## src/rtl/dvp_pkg.sv

```systemverilog
// rtl/dvp_pkg.sv - shared types and constants for the DVP test-pattern transmitter
// Contents: pixel565_t, FSM state enum dvp_state_t, the eight colour-bar
// constants and a lookup from bar index to colour.
package dvp_pkg;

    typedef logic [15:0] pixel565_t;

    typedef enum logic [2:0] {
        ST_IDLE   = 3'd0,
        ST_VSYNC  = 3'd1,
        ST_VBP    = 3'd2,
        ST_ACTIVE = 3'd3,
        ST_VFP    = 3'd4
    } dvp_state_t;

    localparam pixel565_t BAR_WHITE   = 16'hFFFF;
    localparam pixel565_t BAR_YELLOW  = 16'hFFE0;
    localparam pixel565_t BAR_CYAN    = 16'h07FF;
    localparam pixel565_t BAR_GREEN   = 16'h07E0;
    localparam pixel565_t BAR_MAGENTA = 16'hF81F;
    localparam pixel565_t BAR_RED     = 16'hF800;
    localparam pixel565_t BAR_BLUE    = 16'h001F;
    localparam pixel565_t BAR_BLACK   = 16'h0000;

    function automatic pixel565_t bar_colour(input logic [2:0] idx);
        pixel565_t c;
        case (idx)
            3'd0:    c = BAR_WHITE;
            3'd1:    c = BAR_YELLOW;
            3'd2:    c = BAR_CYAN;
            3'd3:    c = BAR_GREEN;
            3'd4:    c = BAR_MAGENTA;
            3'd5:    c = BAR_RED;
            3'd6:    c = BAR_BLUE;
            default: c = BAR_BLACK;
        endcase
        return c;
    endfunction

endpackage

```

## src/rtl/dvp_pattern.sv

```systemverilog
// rtl/dvp_pattern.sv - combinational test-pattern pixel generator
// Ports: x, y      - pixel index in line / active line index (low 8 bits)
//        bar_idx   - colour-bar index, tracked by the timing counters
//        mode      - 0 = colour bars, 1 = coordinate pattern
//        pix       - RGB565 pixel
module dvp_pattern
    import dvp_pkg::*;
(
    input  logic [7:0] x,
    input  logic [7:0] y,
    input  logic [2:0] bar_idx,
    input  logic       mode,
    output pixel565_t  pix
);

    always_comb begin
        if (mode) begin
            pix = {y, x};
        end else begin
            pix = bar_colour(bar_idx);
        end
    end

endmodule

```

## src/rtl/dvp_tx.sv

```systemverilog
// rtl/dvp_tx.sv - DVP transmitter: frame/line timing plus test-pattern bytes
// Ports: clk, rst (sync, active high), en (run request), mode (pattern select)
//        pclk (clk/2), vsync, href, data[7:0] (RGB565 bytes, high byte first)
//        frame_done (one-clk pulse at frame end), frame_cnt[15:0]
module dvp_tx
    import dvp_pkg::*;
#(
    parameter int WIDTH     = 1280,
    parameter int HEIGHT    = 720,
    parameter int VS_LINES  = 3,
    parameter int VBP_LINES = 17,
    parameter int VFP_LINES = 10,
    parameter int HBLANK    = 16
) (
    input  logic        clk,
    input  logic        rst,
    input  logic        en,
    input  logic        mode,
    output logic        pclk,
    output logic        vsync,
    output logic        href,
    output logic [7:0]  data,
    output logic        frame_done,
    output logic [15:0] frame_cnt
);

    localparam int LINE_PER  = 2 * WIDTH + HBLANK;
    localparam int PER_W     = $clog2(LINE_PER);
    localparam int MAX_AB    = (HEIGHT > VS_LINES) ? HEIGHT : VS_LINES;
    localparam int MAX_CD    = (VBP_LINES > VFP_LINES) ? VBP_LINES : VFP_LINES;
    localparam int MAX_LINES = (MAX_AB > MAX_CD) ? MAX_AB : MAX_CD;
    localparam int LINE_W    = (MAX_LINES > 1) ? $clog2(MAX_LINES) : 1;
    localparam int BAR_PIX   = WIDTH / 8;
    localparam int BAR_CW    = (BAR_PIX > 1) ? $clog2(BAR_PIX) : 1;

    localparam logic [PER_W-1:0]  PER_LAST  = PER_W'(LINE_PER - 1);
    localparam logic [PER_W-1:0]  HREF_END  = PER_W'(2 * WIDTH);
    localparam logic [BAR_CW-1:0] BAR_LAST  = BAR_CW'(BAR_PIX - 1);
    localparam logic [LINE_W-1:0] VS_LAST   = LINE_W'(VS_LINES - 1);
    localparam logic [LINE_W-1:0] VBP_LAST  = LINE_W'(VBP_LINES - 1);
    localparam logic [LINE_W-1:0] ACT_LAST  = LINE_W'(HEIGHT - 1);
    localparam logic [LINE_W-1:0] VFP_LAST  = LINE_W'(VFP_LINES - 1);

    dvp_state_t        state_q, state_d;
    logic [PER_W-1:0]  per_q, per_d;
    logic [LINE_W-1:0] line_q, line_d;
    logic [LINE_W-1:0] line_last;
    logic [BAR_CW-1:0] bar_cnt_q, bar_cnt_d;
    logic [2:0]        bar_idx_q, bar_idx_d;
    logic [7:0]        x_q, x_d;
    logic [7:0]        y_q, y_d;
    logic              mode_q, mode_d;
    logic              pclk_q, pclk_d;
    logic              vsync_q, vsync_d;
    logic              href_q, href_d;
    logic [7:0]        data_q, data_d;
    logic              frame_done_q, frame_done_d;
    logic [15:0]       frame_cnt_q, frame_cnt_d;
    pixel565_t         pix;

    always_comb begin
        case (state_q)
            ST_VSYNC:  line_last = VS_LAST;
            ST_VBP:    line_last = VBP_LAST;
            ST_ACTIVE: line_last = ACT_LAST;
            default:   line_last = VFP_LAST;
        endcase
    end

    // Timing: every counter and state move happens only in the clk where
    // pclk_q is 1, i.e. where pclk falls; the other clk is a hold cycle.
    always_comb begin
        state_d      = state_q;
        per_d        = per_q;
        line_d       = line_q;
        bar_cnt_d    = bar_cnt_q;
        bar_idx_d    = bar_idx_q;
        x_d          = x_q;
        y_d          = y_q;
        mode_d       = mode_q;
        pclk_d       = ~pclk_q;
        frame_done_d = 1'b0;
        frame_cnt_d  = frame_cnt_q;

        if (pclk_q) begin
            if (state_q == ST_IDLE) begin
                if (en) begin
                    state_d = ST_VSYNC;
                    per_d   = '0;
                    line_d  = '0;
                    y_d     = '0;
                    mode_d  = mode;
                end
            end else if (per_q != PER_LAST) begin
                per_d = per_q + 1'b1;
            end else begin
                per_d = '0;
                if (line_q != line_last) begin
                    line_d = line_q + 1'b1;
                    y_d    = y_q + 8'd1;
                end else begin
                    line_d = '0;
                    y_d    = '0;
                    case (state_q)
                        ST_VSYNC:  state_d = ST_VBP;
                        ST_VBP:    state_d = ST_ACTIVE;
                        ST_ACTIVE: state_d = ST_VFP;
                        ST_VFP: begin
                            frame_done_d = 1'b1;
                            frame_cnt_d  = frame_cnt_q + 16'd1;
                            if (en) begin
                                state_d = ST_VSYNC;
                                mode_d  = mode;
                            end else begin
                                state_d = ST_IDLE;
                            end
                        end
                        default:   state_d = ST_IDLE;
                    endcase
                end
            end

            // Pixel and bar counters track per_d: a new pixel starts at every
            // even period, and the bar index steps each BAR_PIX pixels.
            if (per_d == '0) begin
                x_d       = '0;
                bar_cnt_d = '0;
                bar_idx_d = '0;
            end else if (!per_d[0]) begin
                x_d = x_q + 8'd1;
                if (bar_cnt_q == BAR_LAST) begin
                    bar_cnt_d = '0;
                    bar_idx_d = bar_idx_q + 3'd1;
                end else begin
                    bar_cnt_d = bar_cnt_q + 1'b1;
                end
            end
        end
    end

    dvp_pattern u_pattern (
        .x       (x_d),
        .y       (y_d),
        .bar_idx (bar_idx_d),
        .mode    (mode_d),
        .pix     (pix)
    );

    // Outputs are registered from the next-state view so they settle in the
    // same clk as the pclk fall and are stable at the following rise.
    always_comb begin
        vsync_d = vsync_q;
        href_d  = href_q;
        data_d  = data_q;
        if (pclk_q) begin
            vsync_d = (state_d == ST_VSYNC);
            href_d  = (state_d == ST_ACTIVE) && (per_d < HREF_END);
            if (href_d) begin
                data_d = per_d[0] ? pix[7:0] : pix[15:8];
            end else begin
                data_d = 8'h00;
            end
        end
    end

    always_ff @(posedge clk) begin
        if (rst) begin
            state_q      <= ST_IDLE;
            per_q        <= '0;
            line_q       <= '0;
            bar_cnt_q    <= '0;
            bar_idx_q    <= '0;
            x_q          <= '0;
            y_q          <= '0;
            mode_q       <= 1'b0;
            pclk_q       <= 1'b0;
            vsync_q      <= 1'b0;
            href_q       <= 1'b0;
            data_q       <= 8'h00;
            frame_done_q <= 1'b0;
            frame_cnt_q  <= 16'd0;
        end else begin
            state_q      <= state_d;
            per_q        <= per_d;
            line_q       <= line_d;
            bar_cnt_q    <= bar_cnt_d;
            bar_idx_q    <= bar_idx_d;
            x_q          <= x_d;
            y_q          <= y_d;
            mode_q       <= mode_d;
            pclk_q       <= pclk_d;
            vsync_q      <= vsync_d;
            href_q       <= href_d;
            data_q       <= data_d;
            frame_done_q <= frame_done_d;
            frame_cnt_q  <= frame_cnt_d;
        end
    end

    assign pclk       = pclk_q;
    assign vsync      = vsync_q;
    assign href       = href_q;
    assign data       = data_q;
    assign frame_done = frame_done_q;
    assign frame_cnt  = frame_cnt_q;

endmodule

```

## config.mk

```make
export PLATFORM = sky130hd
export DESIGN_NAME = dvp_tx
export DESIGN_NICKNAME = d
export VERILOG_FILES = /design/src/rtl/dvp_pkg.sv /design/src/rtl/dvp_pattern.sv /design/src/rtl/dvp_tx.sv
export SDC_FILE = /design/constraint.sdc
export NUM_CORES = 1
export LEC_CHECK = 0
export CAP_MARGIN = 20
export CORE_AREA = 2 2 175 91
export DETAILED_ROUTE_END_ITERATION = 10
export DIE_AREA = 0 0 177 93
export GPL_ROUTABILITY_DRIVEN = 0
export GPL_TIMING_DRIVEN = 0
export PLACE_DENSITY_LB_ADDON = 0.2
export SLEW_MARGIN = 20
export SYNTH_ARGS = -nofsm -noshare
export SYNTH_HDL_FRONTEND = slang
export SYNTH_SLANG_ARGS = --single-unit
```

## constraint.sdc

```tcl
create_clock -name clk -period 7.75 [get_ports clk]
set_clock_uncertainty 0.1 [all_clocks]
set_input_delay 2.325 -clock clk [delete_from_list [all_inputs] [get_ports clk]]
set_output_delay 2.325 -clock clk [all_outputs]
set_load 0.02 [all_outputs]
```

==> flow_summary.toml <==
[drt]
drt_wl_total_um = 13200
met2WireLength_um = 4750
dr.pass1.iters = 5
wl_met1_um = 7520
routedWlPerCell_um = 16.6
route.vias.total = 4190
dr_wl_met3_um = 793
drcViolationCount = 0
drtIter0Drc = 386
antenna_left = 0
top_layer = "met4"
viasPerCell = 5.30

[logic_synthesis]
synth_flop_cell = "dfxtp_1"
yosysSeqAreaShare_pct = 36.7
ys_ff_latch = 81
synth_nets = 552
syn_area_mm2 = 0.00442
synth_edf_count = 0
syn_inst = 541
avgSynthCellArea_um2 = 8.17
ys_types = 69
ys_warn_count = 0
async_flop_share_pct = 0

[power_and_ir_drop]
leakage_uw = 0.00182
power_density_mw_per_mm2 = 189
ir_worst_vdd_mv = 0.0834

[clock_network]
clock_sinks = 81
clk_pin_slew_ps = 70
ctsHoldBuffers = 0
clock_latency_ps = 350
cts_tree = "yes"
cts_root_buf = "clkbuf_16"
ctsLongestPathBuffers = 2
cts_resized = 0
htreeDepth = 3
cts_setup_buffers = 0
cts_buffers = 9

[layout]
layout_common_cells = "nor2_1 (88), dfxtp_1 (81), nand2_1 (41)"
nets = 593
area_growth_pct = 20.4
num-fill-cells = 1572
diodes = 0
final_common_cell = "nor2_1"
fin_util_pct = 35.4
drive_gt1_share_pct = 7.67

[floorplan]
start_util_pct = 29.4
core_mm2 = 0.0150
num_rows = 32
die_h_um = 93
ios = 32
die_area_mm2 = 0.0165
dieWidth_um = 177

[sta]
hold_viol = 0
max_slew_margin_pct = 39.7
rsz0062_at_grt = "false"
worst_pin_slew_ps = 895
setup_viol = 0
maxSlewViolCount = 0
fmax_mhz = 197
finalSetupTns_ps = 0
period_share_pct = 65.5
period_needed_ps = 5080

[worst_setup_path]
cp_slowest_stage_delay_ps = 710
reg2reg_setup_slack_ps = 4200
worstSetupPathType = "input port to register"
required_ps = 7890
r2r-end = "data[5]"
arrival_ps = 5220
worstPathMaxFanout = 10
reg2reg_depth = 10
startpoint_type = "input port"
worstPathCellList = "clkdlybuf4s50_1 > or4_1 > nand2_1 > clkbuf_1 > o21a_1 > o32a_1 > a211oi_4 > o31a_1 > a22o_1"
crit_path_end_kind = "register"
slowest_stage = "or4_1"
worstReg2RegStart = "per_q[0]"

[min_path]
hp-class = "register to register"
hold_start = "href"
min_path_cells = 1
min_to = "href"

[outcome]
status = "finished, final reports clean"

[placed_design]
dp_hpwl_um = 9790
port_buffers = 30

[grt]
grt_overflow = 0
grt_first_pass_wirelength_um = 21000
grtUsageTotal_pct = 16.6
grt_pass1_vias = 3829
grt_antenna_before_repair = 0
grt_max_degree = 15

[run]
maxCapViolCount = 0
-- state kept, by name, summed over array words and instances (netlist names) --
register    cells
state_q         3
line_q         10
frame_cnt      16
vsync           1
x_q             8
per_q          12
bar_idx_q       3
bar_cnt_q       8
frame_done      1
href            1
mode_q          1
y_q             8
pclk            1
data            8
-- worst max-delay path, delay by kind of cell --
family          cells  cell delay, ps
simple gates        2             850
buf+inv             2            1080
compound gates      5             960
-- through the flow --
stage / worst slack (ps) / area (um^2) / total power, uW / hold WS, ps / cells
after floorplan: 3570 / 4420 / 484 / 335 / 541
after global placement: 2390 / 4980 / 510 / 344 / 775
after detailed placement: 2370 / 4980 / 510 / 342 / 775
after CTS: 2730 / 5320 / 1010 / 362 / 791
after global routing: 2560 / 5320 / 1040 / 370 / 791
final: 2670 / 5320 / 1010 / 359 / 791
-- cell type report --
cell class	count	area (um^2)	area share, %
clock inverters	6	115	2.16
well taps	204	255	4.80
inverters	7	26.3	0.494
clock buffers	10	229	4.30
plain buffers	27	139	2.61
repair buffers	30	300	5.64
flip-flops and latches	81	1620	30.5
multi-input cells	426	2630	49.5
-- where the power goes --
group / switching (uW) / internal (uW)
clock network: 185 / 317
registers: 6.13 / 420
logic: 55.8 / 21.2
-- per-layer routing --
layer  vias to the layer above  global-route usage [%]
met5                         -                       0
met4                         0                    3.99
met3                         8                    4.27
met2                       128                    21.0
met1                      2017                    26.7
li1                       2037                       -
-- kinds of logic after synthesis --
family                     count (synthesis)  synth area share (%)
and+or+nand+nor                          260                  30.9
muxes                                      4                 0.906
buffers and inverters                     34                  3.74
DFF                                       81                  36.7
AOI/OAI and AO/OA                        114                  17.7
xor gates and xnor gates                  41                  8.12
adders and majority gates                  7                  1.98
-- worst max-delay path by stage --
| stage | start | to | slack [ps] |
|---|---|---|---|
| finish | en | data[5] | 2670 |
| detailed placement | en | data[7] | 2370 |
| global route | en | line_q[9] | 2560 |
| CTS | en | data[5] | 2730 |
| floorplan | en | data[5] | 3570 |
| global placement | en | data[7] | 2390 |
-- Yosys cell counts, types with 5 or more instances --
cell type	n	area (um^2)
nor2_1	88	330
dfxtp_1	81	1620
nand2_1	41	154
a21oi_1	31	155
xor2_1	23	201
o21ai_0	22	110
nand3_1	21	105
xnor2_1	18	158
and3_1	16	100
clkbuf_1	16	60.1
nor3_1	15	75.1
nand4_1	13	81.3
nor4_1	11	68.8
o211ai_1	9	67.6
or3_1	9	56.3
a31oi_1	7	43.8
ha_1	7	87.6
nand3b_1	7	52.6
buf_2	6	30.0
inv_1	6	22.5
and2_1	5	31.3
nand2b_1	5	31.3
o21a_1	5	37.5
Note: power is estimated with default switching activity, not from simulation.
